### src/rtl/uv_lane_gearbox.sv
// uv_lane_gearbox
//   Read gearbox between the wide u/v-minus-uy result RAM (RAMWIDTH bits per
//   word) and the RM/RS decoder (DEC_WIDTH bits per word). A logical decoder
//   word address is split into a physical RAM word address and a lane index.
//   The lane index travels through a pipe whose depth matches the RAM read
//   latency. The selected lane is masked beyond bit N of the vector and
//   returned at a fixed latency of RD_LAT+1 cycles after acceptance.
//
//   Optional feature: define UV_GEARBOX_CACHE_EN to add a one-entry
//   tag/valid/data cache. Repeat reads of the same physical word are then
//   served without a RAM access. The default build has no cache.
//
// Ports
//   clk        in   1          clock
//   rst        in   1          asynchronous reset, active-high
//   clear      in   1          synchronous flush of in-flight responses and cache
//   req_valid  in   1          decoder read request
//   req_addr   in   LA         logical DEC_WIDTH word index
//   req_ready  out  1          request accepted when req_valid & req_ready
//   ram_rd     out  1          physical RAM read enable (combinational)
//   ram_addr   out  PA         physical word index (combinational)
//   ram_dout   in   RAMWIDTH   RAM data, valid RD_LAT cycles after ram_rd
//   rsp_valid  out  1          response strobe (registered)
//   rsp_data   out  DEC_WIDTH  selected, masked lane (registered)

module uv_lane_gearbox #(
    parameter int unsigned RAMWIDTH  = 256,
    parameter int unsigned DEC_WIDTH = 128,
    parameter int unsigned N         = 17669,
    parameter int unsigned RD_LAT    = 1,
    localparam int unsigned RATIO    = RAMWIDTH / DEC_WIDTH,
    localparam int unsigned LDEPTH   = (N + DEC_WIDTH - 1) / DEC_WIDTH,
    localparam int unsigned PDEPTH   = (LDEPTH + RATIO - 1) / RATIO,
    localparam int unsigned LA       = $clog2(LDEPTH),
    localparam int unsigned PA       = ($clog2(PDEPTH) < 1) ? 1 : $clog2(PDEPTH),
    localparam int unsigned LR       = $clog2(RATIO)
) (
    input  logic                 clk,
    input  logic                 rst,
    input  logic                 clear,
    input  logic                 req_valid,
    input  logic [LA-1:0]        req_addr,
    output logic                 req_ready,
    output logic                 ram_rd,
    output logic [PA-1:0]        ram_addr,
    input  logic [RAMWIDTH-1:0]  ram_dout,
    output logic                 rsp_valid,
    output logic [DEC_WIDTH-1:0] rsp_data
);

    // Lane vectors keep at least one bit so RATIO=1 still elaborates.
    localparam int unsigned LW        = (LR > 0) ? LR : 1;
    localparam int unsigned LAST_BITS = N - (LDEPTH - 1) * DEC_WIDTH;
    localparam logic [DEC_WIDTH-1:0] LAST_MASK =
        {DEC_WIDTH{1'b1}} >> (DEC_WIDTH - LAST_BITS);

    logic                accept;
    logic                req_oor;
    logic                req_last;
    logic                hit;
    logic                tail_valid;
    logic                tail_last;
    logic                tail_oor;
    logic [LW-1:0]       tail_lane;
    logic [RAMWIDTH-1:0] tail_word;

    // Request side: accept whenever not in reset or flush.
    assign req_ready = ~rst & ~clear;
    assign accept    = req_valid & req_ready;

    // Compare one bit wider so an LDEPTH equal to 2**LA does not wrap to 0.
    assign req_oor  = ({1'b0, req_addr} >= (LA + 1)'(LDEPTH));
    assign req_last = ({1'b0, req_addr} == (LA + 1)'(LDEPTH - 1));

    assign ram_addr = PA'(req_addr >> LR);
    assign ram_rd   = accept & ~req_oor & ~hit;

    // Latency-matched control pipe; the tail lines up with ram_dout.
    logic [RD_LAT-1:0] pipe_valid;
    logic [RD_LAT-1:0] pipe_last;
    logic [RD_LAT-1:0] pipe_oor;

    always_ff @(posedge clk or posedge rst) begin
        if (rst) begin
            pipe_valid <= '0;
            pipe_last  <= '0;
            pipe_oor   <= '0;
        end else begin
            for (int i = RD_LAT - 1; i > 0; i--) begin
                pipe_valid[i] <= pipe_valid[i-1];
                pipe_last[i]  <= pipe_last[i-1];
                pipe_oor[i]   <= pipe_oor[i-1];
            end
            pipe_valid[0] <= accept;
            pipe_last[0]  <= req_last;
            pipe_oor[0]   <= req_oor;
            if (clear) begin
                pipe_valid <= '0;
            end
        end
    end

    assign tail_valid = pipe_valid[RD_LAT-1];
    assign tail_last  = pipe_last[RD_LAT-1];
    assign tail_oor   = pipe_oor[RD_LAT-1];

    // Lane index pipe, only present when a RAM word holds several lanes.
    if (LR > 0) begin : g_lane
        logic [LW-1:0] pipe_lane [RD_LAT];

        always_ff @(posedge clk or posedge rst) begin
            if (rst) begin
                for (int i = 0; i < RD_LAT; i++) begin
                    pipe_lane[i] <= '0;
                end
            end else begin
                for (int i = RD_LAT - 1; i > 0; i--) begin
                    pipe_lane[i] <= pipe_lane[i-1];
                end
                pipe_lane[0] <= req_addr[LR-1:0];
            end
        end

        assign tail_lane = pipe_lane[RD_LAT-1];
    end else begin : g_no_lane
        assign tail_lane = '0;
    end

`ifdef UV_GEARBOX_CACHE_EN
    // One-entry cache: tag follows the most recent miss issue, data follows
    // that miss's return. In-order delivery means a hit reaching the tail
    // always finds the fill of its tag already in data_reg.
    logic                tag_valid;
    logic [PA-1:0]       tag;
    logic [RAMWIDTH-1:0] data_reg;
    logic [RD_LAT-1:0]   pipe_src;
    logic                tail_src;

    assign hit = tag_valid & (tag == ram_addr) & ~req_oor;

    always_ff @(posedge clk or posedge rst) begin
        if (rst) begin
            pipe_src <= '0;
        end else begin
            for (int i = RD_LAT - 1; i > 0; i--) begin
                pipe_src[i] <= pipe_src[i-1];
            end
            pipe_src[0] <= hit;
        end
    end

    assign tail_src = pipe_src[RD_LAT-1];

    // Tag and valid bookkeeping.
    always_ff @(posedge clk or posedge rst) begin
        if (rst) begin
            tag_valid <= 1'b0;
            tag       <= '0;
        end else if (clear) begin
            tag_valid <= 1'b0;
        end else if (ram_rd) begin
            tag_valid <= 1'b1;
            tag       <= ram_addr;
        end
    end

    // Capture the RAM word when a miss reaches the tail.
    always_ff @(posedge clk or posedge rst) begin
        if (rst) begin
            data_reg <= '0;
        end else if (tail_valid && !tail_src && !tail_oor) begin
            data_reg <= ram_dout;
        end
    end

    assign tail_word = tail_src ? data_reg : ram_dout;
`else
    assign hit       = 1'b0;
    assign tail_word = ram_dout;
`endif

    // Lane select and tail masking.
    logic [31:0]          lane_base;
    logic [DEC_WIDTH-1:0] lane_data;
    logic [DEC_WIDTH-1:0] rsp_data_d;

    always_comb begin
        lane_base  = 32'(tail_lane) * DEC_WIDTH;
        lane_data  = tail_word[lane_base +: DEC_WIDTH];
        rsp_data_d = '0;
        if (tail_valid && !tail_oor) begin
            rsp_data_d = tail_last ? (lane_data & LAST_MASK) : lane_data;
        end
    end

    // Response register; a tail entry caught by clear is dropped.
    always_ff @(posedge clk or posedge rst) begin
        if (rst) begin
            rsp_valid <= 1'b0;
            rsp_data  <= '0;
        end else begin
            rsp_valid <= tail_valid & ~clear;
            rsp_data  <= clear ? '0 : rsp_data_d;
        end
    end

endmodule
### config.mk
export PLATFORM = sky130hd
export DESIGN_NAME = uv_lane_gearbox
export DESIGN_NICKNAME = d
export VERILOG_FILES = /design/src/rtl/uv_lane_gearbox.sv
export SDC_FILE = /design/constraint.sdc
export NUM_CORES = 1
export LEC_CHECK = 0
export CAP_MARGIN = 5
export CORE_AREA = 10 10 150 152
export CTS_CLUSTER_SIZE = 25
export DETAILED_ROUTE_END_ITERATION = 8
export DIE_AREA = 0 0 160 162
export DONT_BUFFER_PORTS = 1
export SYNTH_ARGS = -nofsm -noshare
export SYNTH_HDL_FRONTEND = slang
export SYNTH_SLANG_ARGS = --single-unit
### constraint.sdc
create_clock -name clk -period 7.7 [get_ports clk]
set_clock_uncertainty 0.1 [all_clocks]
set_input_delay 1.54 -clock clk [delete_from_list [all_inputs] [get_ports clk]]
set_output_delay 1.54 -clock clk [all_outputs]
set_load 0.05 [all_outputs]
==> results.md, run 1 <==
- Row cnt: 51
- Clock group share of total power: 0.481
- Netlist cell types: 21
- DRC: 0
- Worst-path maximum fanout: 3
- Slew margin rel.: 0.1611
- Worst Tran Pin Value: 1.258 ns
- Num Clock Sinks: 133
- Outcome: complete, no violations
- WL final: 16,440 um
- Hold Path Class: flop to flop
- Synth Area in Compound Gates: 0.005087
- CP Cell Sequence: o31ai_1 > o211a_1
- CTS tree: done
- Power share of the sequential group: 0.466
- Area share of xor/xnor cells in the synthesized design: 0
- Pwr dens: 261.2 nW/um2
- RSZ-0062 raised after global routing: no
- Vias in the first global route: 3,836
- CTS resizes: 0
- Post-synthesis mux area share: 0.2368
- Critical Path End Type: primary output
- Ys async rst share: 1.000
- Post-Synth Simple-Gate Area: 0.1001
- Die Wd: 160 um
- DR pass1 iterations: 4
- Crit path DAT: 2.31 ns
- CTS buffer count: 17
- Sw Ratio: 0.2485
- Synthesized area per cell: 12.35 um2
- Hold path start: pipe_valid
- Max clock buf depth: 2
- DR vias: 3,210
- Mapped Nets: 706
- Yosys Warn Count: 0
- P&R area growth vs syn: 13.27%
- Startpoint Class: input pin
- Proportion of power drawn by combinational gates: 0.053
- Die area: 25,920 um2
- Post-layout util: 0.3160
- Final Cycle Share: 0.5131
- Crit Path Category: input pin to primary output
- Max_cap viols: 0
- R2R Path Start: g_lane.pipe_lane
- #FFs+latches synth: 133
- Worst Path Required: 6.06 ns
- DRT iter0 DRCs: 149
- Core area: 19,400 um2
- Adder-Cell Fraction of Synth Area: 0
- Initial antenna violation count: 0
- Number of post-CTS setup repair buffers: 0
- Ports: 406
- Crit path from: req_addr[4]
- First-pass GRT wire length: 24,380 um
- Largest family of logic cells by synthesized area: multiplexers
- Fin nets: 692
- Post-route minimum period: 3.951 ns
- EDFF count, synth: 0
- CP delay by family, top: compound AO/OA/AOI/OAI gates
- Reg clk slew, reported paths: 0.06 ns
- ANT cells: 0
- Final setup vio count: 0
- Share of cells above drive strength 1: 0.08467
- Initial Utilization: 0.2790
- Cell count after synthesis: 438
- P_sw: 0.0003978 W
- RD Place Congestion: 0.7231
- DRT antenna net count: 0
- Largest net degree at the start of global routing: 134
- PortBufs: 0
- Pre-CTS setup slack: 3.748 ns
- Routed len/inst: 23.42 um
- Die Span Y: 162 um
- Post-synthesis cell area: 5411 um2
- GR Overflow Total: 0
- Vias/cell: 4.573
- Hold violation count in the final report: 0
- Setup TNS Final: 0 ns
- P_int: 0.001203 W
- Top_reg_cell synth: dfrtp_1
- LEAKAGE: 3.122 nW
- Slowest stage cell, crit path: o211a_1
- Register area share after synthesis: 0.6150
- Total GRT Usage: 0.1223
- Worst-Skew Late Latency: 0.41 ns
- H-tree depth: 4
- CTS root buf: clkbuf_16
- Hpwl dp: 13,100 um
- Number of hold buffers added after cts: 0
- VDD IR-drop max: 127.2 uV
- Final worst setup slack: 3.749 ns
- Max Freq: 253.1 MHz
- Pins Over Slew Limit: 0
- Worst Path Buf+Inv: 0
- CP peak stage delay: 0.48 ns
## per-layer routing
metal / routed length [um] / global-route usage / vias up
met5: 0 / 0 / -
met4: 163 / 0.03464 / 0
met3: 1516 / 0.05612 / 10
met2: 8811 / 0.2187 / 232
met1: 5952 / 0.1261 / 1549
li1: - / - / 1419
## path summary, 6_finish.rpt
check / to / depth (start not counted) / slack [ns]
setup / recovery: ram_rd / 2 / 3.75
hold / removal: rsp_valid / 1 / 0.42
setup reg to reg: rsp_data[57] / 3 / 4.94
hold reg to reg: rsp_valid / 1 / 0.42
max in group asynchronous: rsp_data[69] / 2 / 5.83
min in group asynchronous: g_lane.pipe_lane / 1 / 0.93
## power groups by stage
stage / logic [W] / clock network [W] / registers (W)
after detailed placement: 0.0000858 / 0 / 0.000760
after floorplan: 0.0000886 / 0 / 0.000749
after CTS: 0.0000857 / 0.000796 / 0.000747
after global placement: 0.0000828 / 0 / 0.000760
after global routing: 0.0000954 / 0.000835 / 0.000748
final: 0.0000846 / 0.000770 / 0.000747
## registers in the layout, indices dropped and copies added (netlist names)
register          count
pipe_oor              1
pipe_last             1
rsp_data            128
rsp_valid             1
g_lane.pipe_lane      1
pipe_valid            1
## Yosys cell counts, drive strengths merged (5+ instances only)
cell    count  area, um2
buf        30      210.2
clkbuf      5      18.77
dfrtp     133       3328
mux2i     128       1281
nor2      129      484.2
## cells in the final DEF (no fill, tap or decap)
cell type,n
clkbuf_1,1
o31ai_1,1
buf_16,1
dfrtp_4,1
clkbuf_16,17
clkinv_4,2
bufinv_16,1
buf_4,1
mux2i_1,128
and3_1,1
clkbuf_8,1
nor4bb_1,1
nor3b_1,1
a21oi_1,1
nor3_1,1
or3b_2,1
inv_6,5
o211a_1,1
nor2_1,129
clkinv_2,1
nand2_1,1
clkinvlp_4,5
or4b_4,1
o21ai_0,1
nor2b_1,1
dfrtp_1,132
## cell families after synthesis
family | count (synthesis)
compound gates | 4
simple gates | 137
mux | 128
buf+inv | 36
flops | 133
## area by class of cell
type / instances / area, um2
clock inverters: 13 / 125.1
inverters: 1 / 8.758
multi-input cells: 269 / 1854
flip-flops and latches: 133 / 3332
fillers: 1971 / 13270
well taps: 265 / 331.6
repair buffers: 2 / 35.03
clock buffers: 19 / 442.9
## metrics by stage
| step | total power (W) | hold WS, ns | cell area [um2] | instances |
|---|---|---|---|---|
| floorplan | 0.0008379 | 0.3701 | 5411 | 438 |
| global placement | 0.0008423 | 0.4326 | 5534 | 669 |
| detailed placement | 0.0008457 | 0.4268 | 5534 | 669 |
| CTS | 0.001629 | 0.4352 | 6102 | 701 |
| global route | 0.001678 | 0.4426 | 6130 | 702 |
| finish | 0.001601 | 0.4249 | 6130 | 702 |
Power figures use the tool's default switching activity.
==> inputs of run 2 (changes only) <==
- clock period: 7.7 -> 3.4 ns (I/O delays scaled with it)
==> run 2 against run 1 <==
Net effect:
- clock power increased by 120%
- non-clock buffer count increased by 3
- clock-buffer cell count decreased by 1
- combinational power increased by 140%
- sequential power increased by 120%
- critical path depth unchanged
- final cell count increased by 0.57%
- first-iteration DRC count increased by 46%
- wire length increased by 3.4%
- cell area increased by 0.61%
- largest power group unchanged
- global-route usage increased by 0.44 points
- register-to-register slack got worse by 3.5 ns
==> results.md, run 2 (synthesis results as in run 1) <==
- Outcome: complete, no violations
- Final Cycle Share: 0.6482
- Fin nets: 695 (+0.43%)
- DRT met1 WL: 5771 um (-3.0%)
- P&R area growth vs syn: 13.97%
- CTS buffer count: 17 (unchanged)
- RD Place Congestion: 0.7306 (+1.0%)
- Reg clk slew, reported paths: 0.06 ns (about the same)
- Die Wd: 160 um (unchanged)
- Vias/cell: 4.609 (+0.80%)
- Hold path start: req_addr[0]
- Vias in the first global route: 3,850 (+0.36%)
- WL met2: 9122 um (+3.5%)
- Endpoint, Worst Hold: g_lane.pipe_lane
- WL final: 17,000 um (+3.4%)
- Reg with most FFs: rsp_data
- Pins Over Slew Limit: 0 (unchanged)
- Slew margin rel.: 0.5420 (+0.3809)
- Sw Ratio: 0.2457 (-0.002815)
- Reg-to-reg endpoint: rsp_data[30]
- Top Metal Used: met4
- Num Clock Sinks: 133 (unchanged)
- DR pass1 iterations: 4 (unchanged)
- DP Area: 5580 um2 (+0.84%)
- Number of post-CTS setup repair buffers: 0 (unchanged)
- Critical Path End Type: primary output
- Max_cap viols: 0 (unchanged)
- P_int: 0.002701 W (+120%)
- CP Cell Sequence: o31ai_1 > o211a_1
- Worst Tran Pin Value: 0.6870 ns (-0.5713 ns)
- CP delay by family, top: compound AO/OA/AOI/OAI gates
- Power share of the sequential group: 0.470 (+0.004)
- Most frequent cells in the layout: dfrtp_1, nor2_1, mux2i_1
- Met3 wire len: 1902 um (+25%)
- R2R Path Start: g_lane.pipe_lane
- R2r worst-path depth: 3 (unchanged)
- Number of hold buffers added after cts: 0 (unchanged)
- Fillers: 1,946 (-1.3%)
- VDD IR-drop max: 298.6 uV (+130%)
- Core area: 19,400 um2 (unchanged)
- Max Freq: 453.7 MHz
- Initial Utilization: 0.2790 (unchanged)
- Initial antenna violation count: 1 (+1)
- DR vias: 3,254 (+1.4%)
- H-tree depth: 4 (unchanged)
- Worst-path maximum fanout: 3 (unchanged)
- P_sw: 0.0008797 W (+120%)
- Worst-Skew Late Latency: 0.41 ns (about the same)
- CTS tree: done
- Clock group share of total power: 0.475 (-0.006)
- Largest net degree at the start of global routing: 134 (unchanged)
- DRT iter0 DRCs: 217 (+46%)
- Total GRT Usage: 0.1266 (+0.004359)
- Largest register FFs: 128 (unchanged)
- CP peak stage delay: 0.48 ns (about the same)
- Most common cell after layout, fill and taps aside: dfrtp_1
- LEAKAGE: 3.143 nW (+0.68%)
- Hold depth: 0 (-1)
- Max clock buf depth: 2 (unchanged)
- Die area: 25,920 um2 (unchanged)
- Startpoint Class: input pin
- Routed len/inst: 24.08 um (+2.8%)
- Ports: 406 (unchanged)
- CTS resizes: 0 (unchanged)
- Hold_ws: 0.1946 ns (-0.2303 ns)
- CTS root buf: clkbuf_16
- Hpwl dp: 13,620 um (+4.0%)
- DRT antenna net count: 0 (unchanged)
- Final worst setup slack: 1.196 ns (-2.553 ns)
- Worst Path Required: 2.62 ns (-3.44 ns)
- Crit Path Category: input pin to primary output
- Post-route design area: 6167 um2 (+0.61%)
- Setup TNS Final: 0 ns (unchanged)
- RSZ-0062 raised after global routing: no
- Hold Path Class: input pin to flop
- GR Overflow Total: 0 (unchanged)
- Hold violation count in the final report: 0 (unchanged)
- Reg2reg setup slack: 1.43 ns (-3.51 ns)
- First-pass GRT wire length: 24,980 um (+2.5%)
- Share of cells above drive strength 1: 0.09091 (+0.006241)
- Final setup vio count: 0 (unchanged)
- Die Span Y: 162 um (unchanged)
- Pwr dens: 580.7 nW/um2 (+120%)
- Slowest stage cell, crit path: o211a_1
- Proportion of power drawn by combinational gates: 0.056 (+0.003)
- Pre-CTS setup slack: 1.197 ns (-2.550 ns)
- Worst Path Buf+Inv: 0 (unchanged)
- DRC: 0 (unchanged)
- Crit path DAT: 1.42 ns (-0.89 ns)
- Post-route minimum period: 2.204 ns
- PortBufs: 0 (unchanged)
- Row cnt: 51 (unchanged)
## run 2: stage by stage
step                instances  total power [W]    util
floorplan                 438         0.001898       -
global placement          672         0.001908  0.2877
detailed placement        672         0.001915  0.2877
CTS                       704         0.003648  0.3164
global route              706         0.003759  0.3179
finish                    706         0.003581  0.3179
## run 2: worst reg2reg max path: cells and delay by family (launching register included)
kind,cells,cell delay (ns)
and+or+nand+nor,1,0.07
buffers and inverters,1,0.60
muxes,1,0.35
DFF,1,0.73
## run 2: worst max-delay path by stage
stage	from	endpoint	slack [ns]	cells past startpoint
final	req_addr[4]	ram_rd	1.20	2
after global routing	req_addr[4]	ram_rd	1.12	2
after CTS	req_addr[4]	ram_rd	1.20	2
after detailed placement	req_addr[4]	ram_rd	1.20	2
after global placement	req_addr[4]	ram_rd	1.19	2
after floorplan	rst	g_lane.pipe_lane	0.97	1
## run 2: area by class of cell
class                   count  area [um2]  share of cell area
flip-flops and latches    133        3332              0.5403
multi-input cells         269        1854              0.3007
clock buffers              18       429.2             0.06959
well taps                 265       331.6             0.05376
clock inverters            14       127.6             0.02069
repair buffers              5       82.58             0.01339
inverters                   1       7.507            0.001217
diodes                      1       2.502           0.0004058
## run 2: power by group through the flow
stage	sequential, W	combinational, W	clock, W
2_1_floorplan	0.00170	0.000201	0
3_3_place_gp	0.00171	0.000196	0
3_5_place_dp	0.00171	0.000203	0
4_1_cts	0.00168	0.000203	0.00176
5_1_grt	0.00168	0.000225	0.00185
6_report	0.00168	0.000199	0.00170
## run 2: per-layer routing
layer | vias up | track usage
met5 | - | 0
met4 | 0 | 0.04633
met3 | 11 | 0.06901
met2 | 250 | 0.2259
met1 | 1565 | 0.1205
li1 | 1428 | -
==> inputs of run 3 (changes only) <==
- clock period: 3.4 -> 2 ns (I/O delays scaled with it)
==> run 3 against run 2 <==
Net effect:
- sequential power rose by 70%
- utilization rose by 1.2 points
- via count rose by 1.0%
- non-clock buffer count grew 11
- hold slack worse by 0.15 ns
- clock power is 100% higher
- combinational power increased by 90%
- register-to-register slack lost 1.0 ns
- final cell count rose by 1.4%
- power increased by 86%
- critical path type unchanged
==> results.md, run 3 (synthesis results as in run 1) <==
- Outcome: complete, no violations
- RD Place Congestion: 0.7365 (+0.81%)
- Met3 wire len: 1929 um (+1.4%)
- Stages on the worst setup path: 2 (unchanged)
- P&R area growth vs syn: 18.10%
- Initial Utilization: 0.2790 (unchanged)
- Pwr dens: 1041 nW/um2 (+79%)
- Reg2reg setup slack: 0.39 ns (-1.04 ns)
- LEAKAGE: 3.262 nW (+3.8%)
- Ports: 406 (unchanged)
- Worst-Skew Late Latency: 0.40 ns (about the same)
- Largest register FFs: 128 (unchanged)
- Fin nets: 706 (+1.6%)
- CP delay by family, top: compound AO/OA/AOI/OAI gates
- CTS resizes: 0 (unchanged)
- Hold violation count in the final report: 0 (unchanged)
- Crit Path Category: input pin to primary output
- Row cnt: 51 (unchanged)
- DRT antenna net count: 0 (unchanged)
- WL final: 17,180 um (+1.1%)
- Slew margin rel.: 0.4762 (-0.06581)
- Most common cell after layout, fill and taps aside: dfrtp_1
- Max Freq: 605.3 MHz
- Die Wd: 160 um (unchanged)
- DR vias: 3,287 (+1.0%)
- Vias/cell: 4.591 (-0.40%)
- Worst Path Buf+Inv: 0 (unchanged)
- DRT met1 WL: 5806 um (+0.61%)
- ANT cells: 0 (-1)
- DRT iter0 DRCs: 220 (+1.4%)
- Final Cycle Share: 0.8260
- Crit path from: req_addr[4]
- Worst Tran Pin Value: 0.7831 ns (+0.09613 ns)
- CTS root buf: clkbuf_16
- Vias in the first global route: 3,818 (-0.83%)
- Most frequent cells in the layout: dfrtp_1, nor2_1, mux2i_1
- Footprint of the multi-input gates: 1854 um2 (unchanged)
- Total GRT Usage: 0.1287 (+0.002039)
- Startpoint Class: input pin
- Critical Path End Type: primary output
- Hold Path Class: input pin to flop
- Pre-CTS setup slack: 0.3480 ns (-0.8494 ns)
- Final worst setup slack: 0.3479 ns (-0.8480 ns)
- CP peak stage delay: 0.48 ns (about the same)
- Largest net degree at the start of global routing: 124 (-7.5%)
- Top Metal Used: met4
- Final setup vio count: 0 (unchanged)
- GR Overflow Total: 0 (unchanged)
- Max_cap viols: 0 (unchanged)
- Hpwl dp: 13,940 um (+2.4%)
- Reg-to-reg endpoint: rsp_data[95]
- Worst-path maximum fanout: 3 (unchanged)
- H-tree depth: 4 (unchanged)
- PortBufs: 0 (unchanged)
- Reg clk slew, reported paths: 0.06 ns (about the same)
- R2R Path Start: pipe_oor
- Fin cells: 716 (+1.4%)
- Number of hold buffers added after cts: 5 (+5)
- Reg with most FFs: rsp_data
- Sequential cell area: 3332 um2 (unchanged)
- Die area: 25,920 um2 (unchanged)
- DR pass1 iterations: 4 (unchanged)
- VDD IR-drop max: 492.3 uV (+65%)
- Core area: 19,400 um2 (unchanged)
- Initial antenna violation count: 0 (-1)
- Die Span Y: 162 um (unchanged)
- Share of cells above drive strength 1: 0.09978 (+0.008869)
- Post-route minimum period: 1.652 ns
- CTS buffer count: 17 (unchanged)
- Max clock buf depth: 2 (unchanged)
- Number of post-CTS setup repair buffers: 0 (unchanged)
- CTS tree: done
- Routed len/inst: 24.00 um (-0.34%)
- CP Cell Sequence: o31ai_1 > o211a_1
- DP Cell Count: 679 (+1.0%)
- Slowest stage cell, crit path: o211a_1
- DRC: 0 (unchanged)
- First-pass GRT wire length: 25,160 um (+0.74%)
- Fillers: 1,969 (+1.2%)
- RSZ-0062 raised after global routing: no
- CP endpoint: ram_rd
- Worst Path Required: 1.50 ns (-1.12 ns)
- WL met2: 9227 um (+1.2%)
- Pins Over Slew Limit: 0 (unchanged)
- Num Clock Sinks: 133 (unchanged)
- Crit path DAT: 1.15 ns (-0.27 ns)
- R2r worst-path depth: 3 (unchanged)
==> run 3: final cells by class <==
cell class              instances  share of cell area
repair buffers                 16             0.03250
flip-flops and latches        133              0.5213
clock inverters                11             0.03093
well taps                     265             0.05188
clock buffers                  21             0.07204
multi-input cells             269              0.2901
inverters                       1            0.001175
==> run 3: report_power, final <==
group	total [W]	internal (W)	switching, W	leakage, nW
clock network	0.00343	0.00229	0.00114	0.318
registers	0.00285	0.00272	0.000124	1.84
logic	0.000379	0.000171	0.000207	1.10
total	0.00665	0.00518	0.00147	3.26
==> run 3: routing by layer <==
layer,GRT usage,vias to the layer above
li1,-,1444
met1,0.1230,1575
met2,0.2297,253
met3,0.07305,15
met4,0.04048,0
met5,0,-
==> run 3: worst min path at each step <==
stage,from,to,slack (ns),depth (start not counted)
floorplan,req_addr[0],g_lane.pipe_lane,0.33,0
global placement,rst,pipe_valid,0.22,1
detailed placement,rst,pipe_valid,0.22,1
CTS,req_addr[1],pipe_last,0.02,1
global route,ram_dout[89],rsp_data[89],0.02,2
finish,ram_dout[22],rsp_data[22],0.04,2
==> run 3: metrics by stage <==
step	hold WS, ns	TNS, ns	utilization	area (um2)	total power [W]
floorplan	0.3314	-20.11	-	5415	0.003226
global placement	0.2165	0	0.2930	5683	0.003264
detailed placement	0.2218	0	0.2930	5683	0.003278
CTS	0.02354	0	0.3295	6391	0.006762
global route	0.01813	0	0.3295	6391	0.006959
finish	0.04139	0	0.3295	6391	0.006652
